[src/rtl/uart_pkg.sv]
// uart_pkg: shared types and constants for the UART receive sequencer.
package uart_pkg;
    typedef enum logic [1:0] {ST_OFF, ST_RUN, ST_DRAIN} ctrl_state_e;
    localparam int OVERSAMPLE = 16;
    function automatic int frame_bits(input int data_size);
        return data_size + 2;
    endfunction
endpackage

[src/rtl/uart_baud_gen.sv]
// uart_baud_gen: divisor counter producing a one-clk oversampling strobe while run is high.
module uart_baud_gen #(
    parameter int DIV_WIDTH = 16
) (
    input  logic                 clk,
    input  logic                 reset_n,
    input  logic                 run,
    input  logic [DIV_WIDTH-1:0] baud_div,
    output logic                 s_tick
);
    logic [DIV_WIDTH-1:0] cnt_q, cnt_d, div_m1;
    // >= lets a shrinking divisor terminate on the next clk instead of wrapping
    assign div_m1 = (baud_div == '0) ? '0 : baud_div - 1'b1;
    assign s_tick = run && (cnt_q >= div_m1);
    assign cnt_d  = (!run || s_tick) ? '0 : cnt_q + 1'b1;
    always_ff @(posedge clk or negedge reset_n)
        if (!reset_n) cnt_q <= '0;
        else          cnt_q <= cnt_d;
endmodule

[src/rtl/uart_rx_ctrl.sv]
// uart_rx_ctrl: sequences uart_rx (tick, start permit), captures bytes into the RX FIFO,
// and flags overrun and character-timeout conditions.
module uart_rx_ctrl
    import uart_pkg::*;
#(
    parameter int DATA_SIZE     = 8,
    parameter int DIV_WIDTH     = 16,
    parameter int TIMEOUT_CHARS = 4,
    parameter int OVR_CNT_WIDTH = 8
) (
    input  logic                     clk,
    input  logic                     reset_n,
    input  logic                     enable,
    input  logic [DIV_WIDTH-1:0]     baud_div,
    input  logic                     rx_line,
    output logic                     s_tick,
    output logic                     rx_start,
    input  logic [DATA_SIZE-1:0]     rx_data,
    input  logic                     rx_done_tick,
    output logic                     fifo_wr_en,
    output logic [DATA_SIZE-1:0]     fifo_wr_data,
    input  logic                     fifo_full,
    input  logic                     fifo_empty,
    input  logic                     clr_err,
    output logic                     overrun_err,
    output logic [OVR_CNT_WIDTH-1:0] ovr_count,
    output logic                     timeout_irq
);
    localparam int DRAIN_TICKS = OVERSAMPLE * frame_bits(DATA_SIZE);
    localparam int TO_TICKS    = TIMEOUT_CHARS * DRAIN_TICKS;
    localparam int DW          = $clog2(DRAIN_TICKS + 1);
    localparam int TW          = $clog2(TO_TICKS + 1);

    ctrl_state_e            state_q, state_d;
    logic [DW-1:0]          drain_cnt_q, drain_cnt_d;
    logic [TW-1:0]          to_cnt_q, to_cnt_d;
    logic [DATA_SIZE-1:0]   cap_data_q, cap_data_d;
    logic                   cap_valid_q, cap_valid_d;
    logic                   ovr_err_q, ovr_err_d;
    logic [OVR_CNT_WIDTH-1:0] ovr_cnt_q, ovr_cnt_d, ovr_inc;
    logic                   irq_q, irq_d;
    logic                   ticking, done, accept, overrun, drain_end;
    logic                   to_clr, to_hit, to_event;

    uart_baud_gen #(.DIV_WIDTH(DIV_WIDTH)) u_baud (
        .clk      (clk),
        .reset_n  (reset_n),
        .run      (ticking),
        .baud_div (baud_div),
        .s_tick   (s_tick)
    );

    always_ff @(posedge clk or negedge reset_n)
        if (!reset_n) state_q <= ST_OFF;
        else          state_q <= state_d;

    always_comb begin
        state_d = state_q;
        unique case (state_q)
            ST_OFF:   if (enable) state_d = ST_RUN;
            ST_RUN:   if (!enable) state_d = ST_DRAIN;
            ST_DRAIN: if (enable) state_d = ST_RUN;
                      else if (drain_end) state_d = ST_OFF;
            default:  state_d = ST_OFF;
        endcase
    end

    always_comb begin
        ticking  = state_q != ST_OFF;
        rx_start = (state_q == ST_RUN) && (!cap_valid_q || fifo_wr_en);
    end

    // rx_done_tick is a level lasting a tick period; qualify it to a single clk
    assign done        = rx_done_tick && s_tick;
    assign fifo_wr_en  = cap_valid_q && !fifo_full;
    assign fifo_wr_data = cap_data_q;
    assign accept      = done && (!cap_valid_q || fifo_wr_en);
    assign overrun     = done && cap_valid_q && !fifo_wr_en;
    assign drain_end   = s_tick && (drain_cnt_q == DW'(DRAIN_TICKS - 1));
    assign ovr_inc     = (&ovr_cnt_q) ? ovr_cnt_q : ovr_cnt_q + 1'b1;

    assign to_clr   = done || !rx_line || fifo_empty || (state_q == ST_OFF);
    assign to_hit   = to_cnt_q == TW'(TO_TICKS - 1);
    assign to_event = !to_clr && s_tick && to_hit;

    always_comb begin
        drain_cnt_d = (state_q != ST_DRAIN || enable) ? '0
                    : s_tick ? drain_cnt_q + 1'b1 : drain_cnt_q;
        cap_data_d  = accept ? rx_data : cap_data_q;
        cap_valid_d = accept || (cap_valid_q && !fifo_wr_en);
        ovr_err_d   = overrun || (ovr_err_q && !clr_err);
        ovr_cnt_d   = overrun ? (clr_err ? OVR_CNT_WIDTH'(1) : ovr_inc)
                    : clr_err ? '0 : ovr_cnt_q;
        to_cnt_d    = to_clr ? '0 : (s_tick && !to_hit) ? to_cnt_q + 1'b1 : to_cnt_q;
        irq_d       = to_event || (irq_q && !clr_err && !fifo_empty);
    end

    always_ff @(posedge clk or negedge reset_n)
        if (!reset_n) begin
            drain_cnt_q <= '0;
            cap_data_q  <= '0;
            cap_valid_q <= 1'b0;
            ovr_err_q   <= 1'b0;
            ovr_cnt_q   <= '0;
            to_cnt_q    <= '0;
            irq_q       <= 1'b0;
        end else begin
            drain_cnt_q <= drain_cnt_d;
            cap_data_q  <= cap_data_d;
            cap_valid_q <= cap_valid_d;
            ovr_err_q   <= ovr_err_d;
            ovr_cnt_q   <= ovr_cnt_d;
            to_cnt_q    <= to_cnt_d;
            irq_q       <= irq_d;
        end

    assign overrun_err = ovr_err_q;
    assign ovr_count   = ovr_cnt_q;
    assign timeout_irq = irq_q;
endmodule

[config.mk]
export PLATFORM = sky130hd
export DESIGN_NAME = uart_rx_ctrl
export DESIGN_NICKNAME = d
export VERILOG_FILES = /design/src/rtl/uart_pkg.sv /design/src/rtl/uart_baud_gen.sv /design/src/rtl/uart_rx_ctrl.sv
export SDC_FILE = /design/constraint.sdc
export NUM_CORES = 1
export LEC_CHECK = 0
export CAP_MARGIN = 20
export CORE_ASPECT_RATIO = 0.75
export CORE_MARGIN = 10
export CORE_UTILIZATION = 59
export DETAILED_ROUTE_END_ITERATION = 8
export DONT_BUFFER_PORTS = 1
export GPL_TIMING_DRIVEN = 0
export PLACE_DENSITY = 0.75
export SLEW_MARGIN = 20
export SYNTH_ARGS = -nofsm -noshare
export SYNTH_HDL_FRONTEND = slang
export SYNTH_HIERARCHICAL = 1
export SYNTH_SLANG_ARGS = --single-unit
export TNS_END_PERCENT = 20
[constraint.sdc]
create_clock -name clk -period 9.85 [get_ports clk]
set_input_delay 1.4775 -clock clk [delete_from_list [all_inputs] [get_ports clk]]
set_output_delay 1.4775 -clock clk [all_outputs]
set_load 0.02 [all_outputs]
# After elaboration in Yosys (flattened, before gate mapping)
# Index checks and enable logic that the tools add are counted.
# word_totals
register_bits	55
word_cells	81
in_bits	32
output_inout_bits	21
# classes
magnitude_cmp	1
n_eq_ne	9
addsub	5
n_mux	15
n_reduce_logical	42
# ops
op	count
$mux 8	6
$mux 16	2
$mux 10	2
$add 16x1->16 const B	1
$add 8x1->8 const B	2
$ge 16x16->1	1
$logic_not 16->1	1
$sub 16x1->16 const B	1
$logic_and 1x1->1	15
$add 10x1->10 const B	1
$eq 10x10->1 const B	1
$logic_not 1->1	9
$logic_or 1x1->1	9
$eq 8x8->1 const B	1
$mux 2	4
$ne 2x2->1 const B	4
$reduce_and 8->1	1
$reduce_bool 2->1	4
$pmux 2 s3	1
$ne 3x3->1 const B	1
$reduce_and 3->1	1
$eq 2x1->1 const B	1
$eq 2x2->1 const B	1
$logic_not 2->1	1
$reduce_and 2->1	1

# Depth between registers and ports, before layout
# logic_depth
word_depth	12
depth_mapped	17
mapped_depth_nobuf	15

# By module
# Netlist, hierarchy kept.
# modules_own_cells
module	seq_area_each_um2	instances	area_per_inst_um2	cells_each
uart_rx_ctrl	975.9	1	1916.8	187
uart_baud_gen	400.4	1	1590.3	177

# Worst setup path after synthesis
# OpenSTA, ideal clock, no wires.
# synth_path
kind	input -> output
startpoint	input port baud_div[0]
endpoint	output port s_tick
required_time_ns	8.373
n_path_buf	0
slack_ns	4.540
path_stages	11
arrival_ns	3.832
cell_sequence	inv_1 -> ha_1 -> nor4b_2 -> nand4_1 -> xnor2_1 -> nand2_1 -> ha_1 -> and4_1 -> nand3_2 -> o221ai_2 -> o31a_1
# synth_between
elab_chain_len	4
word_cells_on_any_way	5
cone_classes	add/sub: 1; order compare: 1; mux: 1; reduce/logical: 2
# synth_lines
element	line_no	rtl
from (decl)	uart_rx_ctrl.sv:14	input logic [DIV_WIDTH-1:0] baud_div,
$sub 16x1->16 or $logic_not 16->1 (tied branches)	uart_baud_gen.sv:13	assign div_m1 = (baud_div == '0) ? '0 : baud_div - 1'b1;
$mux 16 *	uart_baud_gen.sv:13	
$ge 16x16->1 *	uart_baud_gen.sv:14	assign s_tick = run && (cnt_q >= div_m1);
$logic_and 1x1->1 *	uart_baud_gen.sv:14	
to (decl)	uart_rx_ctrl.sv:16	output logic s_tick,
# Every way passes the cells marked *; elsewhere a longest branch is shown, timed or not.

# Worst setup path after layout
# Same ends and word-level chain as after synthesis.

==> results.sh <==
export IMPL_status="completed"
export IMPL_path_class="in2out"
export IMPL_avgViaCountPerCell=6.04
export IMPL_port_buffers=0
export IMPL_clk_insertion_delay_late_ns=0.32
export IMPL_synth_area_sq_mm=0.00351
export IMPL_syn2layout_area_growth_pct=6.06
export IMPL_min_path_cells=1
export IMPL_crit_chain="inv_1 > ha_1 > nor4b_2 > nand4_1 > xnor2_1 > nand2_1 > ha_1 > and4_1 > nand3_2 > o221ai_2 > o31a_1"
export IMPL_max_freq_mhz=168
export IMPL_async_reset_ff_share_pct=100
export IMPL_coreArea_sq_mm=0.00580
export IMPL_synth_main_ff_cell="dfrtp_1"
export IMPL_avgSynthCellArea_sq_um=9.63
export IMPL_leakagePower_nw=1.59
export IMPL_setup_tns_ns=0
export IMPL_postCtsSetupBuffers=0
export IMPL_hpwl_mm=5.57
export IMPL_ctsHtreeMaxLevel=2
export IMPL_rows=24
export IMPL_finalClockSkew_ns=0.0153
export IMPL_power_density_mw_per_mm2=116
export IMPL_dieWidth_um=109
export IMPL_reg2reg_depth=10
export IMPL_synth_edf_count=0
export IMPL_min_delay_start="state_q[0]"
export IMPL_diodes=0
export IMPL_pin_count=53
export IMPL_clockBufferDepth=2
export IMPL_drc_errors=0
export IMPL_wl_per_cell_um=16.2
export IMPL_stdcell_area_sq_mm=0.00372
export IMPL_rr_endpoint="ovr_count[6]"
export IMPL_critical_path_top_delay_family="simple AND/OR/NAND/NOR gates"
export IMPL_crit_buf_inv=1
export IMPL_min_to="state_q[0]"
export IMPL_gp_congestion=0.807
export IMPL_worstPathRequired_ns=8.37
export IMPL_critPathSlowestCell="nor4b_2"
export IMPL_path_clk_slew_ns=0.10
export IMPL_die_area_sq_mm=0.00946
export IMPL_dpl_instance_area_sq_mm=0.00360
export IMPL_fill_cells=485
export IMPL_finalCritPeriodShare_pct=60.3
export IMPL_cts_hold_buf=0
export IMPL_dr_pass1_iters=4
export IMPL_peakVddDrop_mv=0.0764
export IMPL_drive_above_1_share_pct=9.68
export IMPL_path_max_fanout=8
export IMPL_start_util_pct=60.5
export IMPL_worstMarginPinSlew_ns=0.594
export IMPL_yosysSeqAreaShare_pct=39.2
export IMPL_num_vias=2717
export IMPL_antenna_found_initial=0
export IMPL_crit_path_max_incr_delay_ns=0.51
export IMPL_maxSlewHeadroom_pct=60.3
export IMPL_hold_slack_ns=0.492
export IMPL_critPathArrivalTime_ns=4.46
export IMPL_grt_max_degree=56
export IMPL_yosysUniqueCellTypes=51
export IMPL_grt_pass1_wl_mm=12.3
export IMPL_grt_use_total_pct=15.6
export IMPL_ff2ff_setup_slack_ns=6.51
export IMPL_post_route_min_period_ns=5.94
export IMPL_grt_pass1_vias=2569
export IMPL_cts_sinks=55
export IMPL_drv_cap=0
export IMPL_synthCells=364
export IMPL_setup_viol=0
export IMPL_syn_num_nets=418
export IMPL_synth_warnings=6
export IMPL_ctsRootBufferMaster="clkbuf_8"
export IMPL_hold_path_class="reg2reg"
export IMPL_cts_made_buffers=5
export IMPL_finalHoldViolations=0
export IMPL_cts_resized=0
export IMPL_r2r_start="u_baud/cnt_q[14]"
export IMPL_ys_seq_elements=55
export IMPL_nets=425
export IMPL_end_kind="output pin"
export IMPL_rsz0062_at_grt="no"
export IMPL_cts_tree="built"
export IMPL_wl_mm=7.30
export IMPL_drv_slew=0
export IMPL_antenna_left=0
export IMPL_drt_initial_drc_count=133
export IMPL_cp_start_kind="input port"
export IMPL_die_height_um=86.8
export IMPL_cpMostUsedCell="ha_1"
export IMPL_grt_ovfl_total=0
[synth_stat cells, types with 3 or more instances]
cell type,count,area share [%]
clkbuf_1,3,0.32
mux2i_1,5,1.4
xnor2_1,26,6.5
inv_1,13,1.4
and4_1,4,1.0
xor2_1,11,2.7
buf_6,3,0.96
o21ai_0,8,1.1
or3_1,3,0.54
mux2_2,8,2.6
nand3_1,17,2.4
o21a_1,3,0.64
nand4b_1,3,0.75
a21oi_1,12,1.7
nand2_1,29,3.1
nor2_1,32,3.4
and3_1,4,0.71
dfrtp_1,55,39
o2111ai_1,3,0.75
nor3_1,30,4.3
ha_1,22,7.8
and2_1,5,0.89
nor4_1,6,1.1
nand2b_1,7,1.2
a21o_1,4,0.86
nand4_1,15,2.7
[cell type report]
type,instances,area (sq um),share of cell area (%)
Multi-Input combinational cell,286,2010,54.1
Buffer,10,70.1,1.88
Clock buffer,5,68.8,1.85
Sequential cell,55,1380,37.0
Inverter,13,48.8,1.31
Tap cell,78,97.6,2.62
Clock inverter,3,46.3,1.24
[worst max-delay path by stage]
stage                      from  endpoint  cells after the start
floorplan           baud_div[0]    s_tick                     11
global placement    baud_div[0]    s_tick                     11
detailed placement  baud_div[0]    s_tick                     11
CTS                 baud_div[0]    s_tick                     11
global route        baud_div[0]    s_tick                     11
finish              baud_div[0]    s_tick                     11
[routing by layer]
metal	vias up	GRT usage, %	share of wire [%]
li1	1327	-	-
met1	1329	21.4	47
met2	55	24.5	45
met3	6	3.71	6.6
met4	0	2.99	0.58
met5	-	0	0
[where the power goes]
part / internal, W / switching, W / total, W
Combinational: 0.0000198 / 0.0000225 / 0.0000423
Sequential: 0.000229 / 0.00000471 / 0.000234
Clock: 0.0000767 / 0.0000778 / 0.000154
[flip-flops by register name, indices dropped and copies added (netlist names)]
name / count
cap_valid_q: 1
drain_cnt_q: 8
state_q: 2
timeout_irq: 1
u_baud/cnt_q: 16
fifo_wr_data: 8
overrun_err: 1
ovr_count: 8
to_cnt_q: 10
[cells in the final DEF, fill, tap and decap left out, drive strengths merged, types with 2 or more instances in the layout]
| cell | instances |
|---|---|
| dfrtp | 55 |
| nor2 | 33 |
| nor3 | 33 |
| nand2 | 29 |
| xnor2 | 26 |
| ha | 22 |
| nand3 | 18 |
| nand4 | 15 |
| inv | 14 |
| a21oi | 12 |
| xor2 | 11 |
| o21ai | 8 |
| mux2 | 8 |
| clkbuf | 8 |
| nand2b | 7 |
| buf | 7 |
| nor4 | 6 |
| and2 | 6 |
| mux2i | 5 |
| and4 | 4 |
| and3 | 4 |
| a21o | 4 |
| nand4b | 3 |
| o21a | 3 |
| or3 | 3 |
| o2111ai | 3 |
| o31ai | 3 |
| nor2b | 2 |
| a211oi | 2 |
| o211ai | 2 |
| o31a | 2 |
[logic make-up (layout without fill, tap and decap cells)]
kind of cell | count (synthesis) | in the layout | share of synthesized area [%]
multiplexers | 13 | 13 | 4.00
flip-flops | 55 | 55 | 39.2
AO/OA/AOI/OAI | 46 | 46 | 10.7
XOR/XNOR | 37 | 37 | 9.24
AND/OR/NAND/NOR | 168 | 168 | 25.6
adder cells (fa/ha/maj) | 22 | 22 | 7.85
buffers and inverters | 23 | 31 | 3.39
[through the flow]
step | worst slack (ns) | cells | total power, W | utilization (%)
6_report | 3.91 | 450 | 0.000431 | 64.2
5_1_grt | 3.56 | 450 | 0.000449 | 64.2
4_1_cts | 3.90 | 450 | 0.000434 | 64.2
3_5_place_dp | 3.92 | 442 | 0.000281 | 62.2
3_3_place_gp | 4.01 | 442 | 0.000279 | 62.2
2_1_floorplan | 4.54 | 364 | 0.000272 | -
(Power assumes the default switching activity.)
